$ cat src/rtl/cam_pkg.sv
// Shared camera-pipeline definitions: background-capture state encoding, frame geometry
// defaults and RGB565 field layout.
package cam_pkg;

    localparam int unsigned DEF_FRAME_PIXELS = 76800;
    localparam int unsigned DEF_ADDR_W       = 17;
    localparam int unsigned DEF_BLEND_SHIFT  = 2;

    localparam int unsigned PIX_W = 16;
    localparam int unsigned R_W   = 5;
    localparam int unsigned G_W   = 6;
    localparam int unsigned B_W   = 5;
    localparam int unsigned R_LSB = 11;
    localparam int unsigned G_LSB = 5;
    localparam int unsigned B_LSB = 0;

    typedef enum logic [1:0] {
        StIdle,
        StWaitFrame,
        StCapture,
        StDone
    } cap_state_e;

    // (old*(2^S-1) + live) >> S; the sum never exceeds channel+S bits, so 32 bits is ample.
    function automatic logic [31:0] blend_ch(input logic [31:0] old_ch,
                                             input logic [31:0] live_ch,
                                             input logic [3:0]  shift);
        logic [31:0] weight;
        weight = (32'd1 << shift) - 32'd1;
        return (old_ch * weight + live_ch) >> shift;
    endfunction

endpackage

$ cat src/rtl/rgb565_blend.sv
// Combinational per-channel running-average blend of two RGB565 pixels.
module rgb565_blend
    import cam_pkg::*;
(
    input  logic [PIX_W-1:0] old,
    input  logic [PIX_W-1:0] live,
    input  logic [3:0]       shift,
    output logic [PIX_W-1:0] blended
);

    assign blended = {
        R_W'(blend_ch(32'(old[R_LSB +: R_W]), 32'(live[R_LSB +: R_W]), shift)),
        G_W'(blend_ch(32'(old[G_LSB +: G_W]), 32'(live[G_LSB +: G_W]), shift)),
        B_W'(blend_ch(32'(old[B_LSB +: B_W]), 32'(live[B_LSB +: B_W]), shift))
    };

endmodule

$ cat src/rtl/bg_capture.sv
// Background frame capture: snapshots or running-average blends one video frame into an
// external synchronous RAM, with a two-stage read-modify-write pipeline.
module bg_capture
    import cam_pkg::*;
#(
    parameter int unsigned FRAME_PIXELS = DEF_FRAME_PIXELS,
    parameter int unsigned ADDR_W       = DEF_ADDR_W,
    parameter int unsigned BLEND_SHIFT  = DEF_BLEND_SHIFT
) (
    input  logic              clk,
    input  logic              rst_n,
    input  logic              capture_req,
    input  logic              blend_en,
    input  logic              vsync,
    input  logic              active_area,
    input  logic [PIX_W-1:0]  live_pixel_in,
    input  logic [PIX_W-1:0]  bg_rd_data,
    output logic [ADDR_W-1:0] bg_rd_addr,
    output logic              bg_wr_en,
    output logic [ADDR_W-1:0] bg_wr_addr,
    output logic [PIX_W-1:0]  bg_wr_data,
    output logic              busy,
    output logic              bg_valid,
    output logic              short_frame
);

    cap_state_e state_q, state_d;
    logic [ADDR_W-1:0] cnt_q, cnt_d;
    logic req_q, vsync_q;
    logic req_rise, vsync_rise;
    logic blend_mode_q, blend_mode_d;
    logic short_q, short_d;
    logic bg_valid_q, bg_valid_d;
    logic accept, cnt_full;

    logic              s1_valid_q;
    logic [ADDR_W-1:0] s1_addr_q;
    logic [PIX_W-1:0]  s1_pix_q;
    logic [PIX_W-1:0]  blended;

    assign req_rise   = capture_req & ~req_q;
    assign vsync_rise = vsync & ~vsync_q;
    assign cnt_full   = 32'(cnt_q) >= FRAME_PIXELS;

    always_comb begin
        state_d      = state_q;
        cnt_d        = cnt_q;
        blend_mode_d = blend_mode_q;
        short_d      = short_q;
        bg_valid_d   = bg_valid_q;
        accept       = 1'b0;
        unique case (state_q)
            StIdle: begin
                if (req_rise) begin
                    state_d      = StWaitFrame;
                    // Blending against an invalid background would be garbage.
                    blend_mode_d = blend_en & bg_valid_q;
                end
            end
            StWaitFrame: begin
                if (vsync_rise) begin
                    state_d = StCapture;
                    cnt_d   = '0;
                end
            end
            StCapture: begin
                if (cnt_full) begin
                    state_d = StDone;
                    short_d = 1'b0;
                end else if (vsync_rise) begin
                    state_d = StDone;
                    short_d = 1'b1;
                end else if (active_area) begin
                    accept = 1'b1;
                    cnt_d  = cnt_q + ADDR_W'(1);
                end
            end
            StDone: begin
                // One cycle here lets the final write leave the pipeline before busy drops.
                state_d    = StIdle;
                bg_valid_d = bg_valid_q | ~short_q;
            end
            default: state_d = StIdle;
        endcase
    end

    rgb565_blend u_blend (
        .old     (bg_rd_data),
        .live    (s1_pix_q),
        .shift   (4'(BLEND_SHIFT)),
        .blended (blended)
    );

    always_ff @(posedge clk or negedge rst_n) begin
        if (!rst_n) begin
            state_q      <= StIdle;
            cnt_q        <= '0;
            req_q        <= 1'b0;
            vsync_q      <= 1'b0;
            blend_mode_q <= 1'b0;
            short_q      <= 1'b0;
            bg_valid_q   <= 1'b0;
            s1_valid_q   <= 1'b0;
            s1_addr_q    <= '0;
            s1_pix_q     <= '0;
            bg_wr_en     <= 1'b0;
            bg_wr_addr   <= '0;
            bg_wr_data   <= '0;
        end else begin
            state_q      <= state_d;
            cnt_q        <= cnt_d;
            req_q        <= capture_req;
            vsync_q      <= vsync;
            blend_mode_q <= blend_mode_d;
            short_q      <= short_d;
            bg_valid_q   <= bg_valid_d;
            s1_valid_q   <= accept;
            if (accept) begin
                s1_addr_q <= cnt_q;
                s1_pix_q  <= live_pixel_in;
            end
            // RAM read data for s1_addr_q is valid in the cycle after the pixel is accepted.
            bg_wr_en <= s1_valid_q;
            if (s1_valid_q) begin
                bg_wr_addr <= s1_addr_q;
                bg_wr_data <= blend_mode_q ? blended : s1_pix_q;
            end
        end
    end

    assign bg_rd_addr  = cnt_q;
    assign busy        = (state_q != StIdle);
    assign bg_valid    = bg_valid_q;
    assign short_frame = short_q;

endmodule

$ cat config.mk
export PLATFORM = sky130hd
export DESIGN_NAME = bg_capture
export DESIGN_NICKNAME = d
export VERILOG_FILES = /design/src/rtl/cam_pkg.sv /design/src/rtl/rgb565_blend.sv /design/src/rtl/bg_capture.sv
export SDC_FILE = /design/constraint.sdc
export NUM_CORES = 1
export LEC_CHECK = 0
export ABC_AREA = 1
export BUFFER_PORTS_ARGS = -buffer_cell sky130_fd_sc_hd__buf_4
export CORE_MARGIN = 10
export CORE_UTILIZATION = 61
export CTS_CLUSTER_SIZE = 10
export DETAILED_ROUTE_END_ITERATION = 10
export GPL_TIMING_DRIVEN = 0
export PLACE_DENSITY_LB_ADDON = 0.15
export REMOVE_ABC_BUFFERS = 1
export SYNTH_ARGS = -nofsm -noshare
export SYNTH_HDL_FRONTEND = slang
export SYNTH_HIERARCHICAL = 1
export SYNTH_SLANG_ARGS = --single-unit
$ cat constraint.sdc
create_clock -name clk -period 6.6 [get_ports clk]
set_clock_uncertainty 0.15 [all_clocks]
set_input_delay 0.66 -clock clk [delete_from_list [all_inputs] [get_ports clk]]
set_output_delay 0.66 -clock clk [all_outputs]
set_load 0.005 [all_outputs]
==> qor.csv <==
stage;metric;value;unit
global_route;global-route usage over all layers;0.285;
timing;portion of the clock cycle consumed by the worst path in the final layout;0.774;
clock_network;clk slew on worst S/H paths;0.06;ns
finish;net count of the finished layout;2748;
finish;layout overhead on the synthesized area;7.71;%
placement;count of buffers inserted at the top-level ports;91;
synth;top cell type by total area after synthesis;fa_1;
routing;DRT antenna net count;0;
finish;most common cell after layout, fill and taps aside;nand2_1;
worst_setup_path;data required time of the worst path;6.66;ns
routing;violation count after the first detailed-route iteration;1506;
global_route;overflow left after global routing;0;
timing;time the final worst path needs with I/O delays and setup;5.11;ns
clock_network;number of buffers inserted during clock tree synthesis;9;
finish;number of fillers in the final layout;2327;
clock_network;Clock H-tree levels;3;
die;Die Width;181;um
synth;top flip-flop cell by instance count after synthesis;dfrtp_1;
routing;wire length per cell after detailed routing;17.0;um
synth;Synth cell types;47;
synth;multiplexer area fraction after synthesis;0.00127;
global_route;number of antenna violations at the first check in global routing;0;
die;Vert. Die Dim;181;um
worst_setup_path;startpoint class of the critical path;primary input;
timing;post-route setup TNS;0;ns
timing;Hold Fails Final Rpt;0;
die;initial standard-cell utilization of the core;0.624;
timing;slew at the pin with the worst max-slew slack;1.15;ns
timing;relative max-transition margin;0.234;
global_route;routing usage on met1;0.374;
timing;max-slew violation count;0;
synth;cell area after technology mapping;0.0158;mm2
synth;number of standard cells after synthesis;2341;
synth;synth warn;6;
global_route;wire length of the first global-routing pass;77000;um
clock_network;CTS resizes;0;
die;area inside the core boundary;0.0253;mm2
global_route;pin count of the biggest net entering global routing;93;
routing;Detailed Route WL;46800;um
min_path;kind of path behind the tightest hold check;primary input to flop;
finish;FF/Latch Area;0.00230;mm2
clock_network;clock root cell;clkbuf_16;
clock_network;CTS sink count;92;
placement;Placed Cells incl. Taps;2736;
synth;largest family of logic cells by synthesized area;simple AND/OR/NAND/NOR gates;
global_route;most heavily used metal layer in global routing;met2;
synth;adder-cell share of the synthesized area;0.313;
die;total I/O pin count;92;
finish;final std cells w/o fill;2752;
pwr;cell area power density;410;mW/mm2
finish;Multi-input gate area;0.0116;mm2
finish;share of cells above drive strength 1;0.0685;
global_route;number of global-route vias before repair;15160;
finish;most used cells in the layout excluding fill and tap cells;nand2_1, inv_1, nor2_1;
synth;biggest area contributors in the synthesized netlist;fa_1, nand2_1, dfrtp_1;
status;result of the run;finished clean;
worst_setup_path;crit-path max FO;8;
die;Die Area;0.0327;mm2
timing;fmax;196;MHz
global_route;met3 Use GR;0.0709;
worst_setup_path;signal arrival time at the worst endpoint;5.17;ns
synth;post-synthesis average cell area;6.75;um2
routing;via count;15280;
placement;routability cong.;0.932;
clock_network;CTS tree;yes;
synth;synthesized-area fraction occupied by ao, oa, aoi and oai cells;0.0696;
timing;setup violation total in the final timing report;0;
worst_setup_path;R2R setup slack;2.74;ns
clock_network;Max Root-Sink Buffers;2;
synth;Synth Area in XOR/XNOR;0.0150;
pwr;leakage power;9.25;nW
clock_network;Setup Fix Bufs, Post-CTS;0;
worst_setup_path;crit path kind;primary input to flop;
routing;count of unresolved DRC violations after routing;0;
synth;area fraction of the dominant cell type after synthesis;0.215;
pwr;maximum ir drop on the vdd rail;0.349;mV
synth;flops & latches, synth;92;
routing;DR pass1 iterations;6;
synth;sequential share of the synthesized area;0.146;
clock_network;latest clock arrival within the worst-skew pair;0.34;ns
global_route;met2 usage in global routing;0.444;
synth;Synth Area in Simple Gates;0.326;
synth;EDFF count, synth;0;
die;Row Count;58;
worst_setup_path;category of the worst setup path capture point;flop;
timing;setup repair after global routing missed its margin;false;
clock_network;CTS hold repair buffers;0;
job;maximum capacitance violations;0;
finish;antenna cell count;0;
routing;Vias per Instance;5.55;
placement;HPWL reported at the end of detailed placement;37700;um
synth;async set-reset flop share out of synthesis;1.00;
finish;post-route core utilization;0.672;
[cell type report]
class,instances,area share
well taps,330,0.0243
clock inverters,5,0.00243
clock buffers,11,0.0149
inverters,450,0.100
flip-flops and latches,92,0.135
multi-input cells,1772,0.682
repair buffers,92,0.0413
[worst paths after layout]
kind | start | to | cells after the start
max in group asynchronous | rst_n | s1_valid_q$_DFF_PN0_ | 1
setup reg to reg | s1_pix_q[4]$_DFFE_PN0P_ | bg_wr_data[3]$_DFFE_PN0P_ | 16
hold / removal | capture_req | req_q$_DFF_PN0_ | 1
setup / recovery | bg_rd_data[9] | bg_wr_data[9]$_DFFE_PN0P_ | 25
min in group asynchronous | rst_n | bg_wr_en$_DFF_PN0_ | 1
hold reg to reg | short_frame$_DFFE_PN0P_ | bg_valid$_DFFE_PN0N_ | 1
[through the flow]
| stage | setup slack (ns) | area (um2) | total power, mW | hold slack, ns |
|---|---|---|---|---|
| after floorplan | 1.79 | 15600 | 4.89 | 0.214 |
| after global placement | 1.16 | 16700 | 5.62 | 0.311 |
| after detailed placement | 1.22 | 16700 | 5.68 | 0.346 |
| after CTS | 1.54 | 17000 | 6.21 | 0.280 |
| after global routing | 1.18 | 17000 | 7.80 | 0.276 |
| final | 1.49 | 17000 | 6.97 | 0.288 |
[cell usage after synthesis (2+ instances only)]
cell,count
nand3_2,3
conb_1,4
dfrtp_1,92
inv_4,5
nand4_1,26
xnor2_1,12
ha_1,123
a31oi_1,17
nor2_1,262
nand2_1,636
fa_1,170
nand3b_1,19
o21bai_1,9
buf_2,15
nand3_1,222
clkinv_1,6
clkbuf_2,2
or2_2,6
nor3_1,10
o21ai_0,65
buf_6,7
nor2_4,4
nor2_2,16
xor2_1,12
inv_1,426
o21a_1,3
inv_2,13
mux2i_1,2
a21oi_1,66
o21ai_1,23
o211ai_1,7
nand2_2,3
buf_4,5
buf_1,10
and2_1,2
a22oi_1,4
clkbuf_1,24
[power breakdown]
group	internal [mW]	total, mW	switching, mW	leakage (nW)
sequential	0.754	0.927	0.172	1.15
combinational	2.04	5.54	3.50	7.96
clock	0.280	0.506	0.226	0.139
total	3.08	6.97	3.90	9.25
[metal layers]
metal | share of wire | wire length [um]
met5 | 0 | 0
met4 | 0.044 | 2060
met3 | 0.097 | 4560
met2 | 0.44 | 20400
met1 | 0.42 | 19800
[registers in the layout (all words and copies together) (netlist names)]
register	count
state_q	2
s1_pix_q	16
req_q	1
blend_mode_q	1
bg_wr_en	1
s1_valid_q	1
bg_rd_addr	17
short_frame	1
bg_wr_addr	17
bg_valid	1
vsync_q	1
bg_wr_data	16
s1_addr_q	17
[logic make-up after synthesis]
group / count (synthesis)
simple gates: 1213
buf+inv: 513
fa+ha+maj: 293
compound gates: 199
flops: 92
xor+xnor: 25
other cells: 4
mux: 2
[critical path: stages]
cell and delay, ns:
buf_4 0.13, inv_1 0.24, nor2_1 0.10, fa_1 0.51
fa_1 0.55, inv_1 0.06, fa_1 0.55, fa_1 0.55
inv_1 0.05, ha_1 0.35, nand2_1 0.12, inv_1 0.06
nand2_1 0.08, nand3_1 0.15, or2_2 0.32, nand2_1 0.07
nand2_1 0.07, nand2_1 0.08, nand2_1 0.07, nand3_1 0.07
nand2_1 0.05, inv_1 0.04, nand3_1 0.06, nand2_1 0.10
a31oi_1 0.10
(Power assumes the default switching activity.)
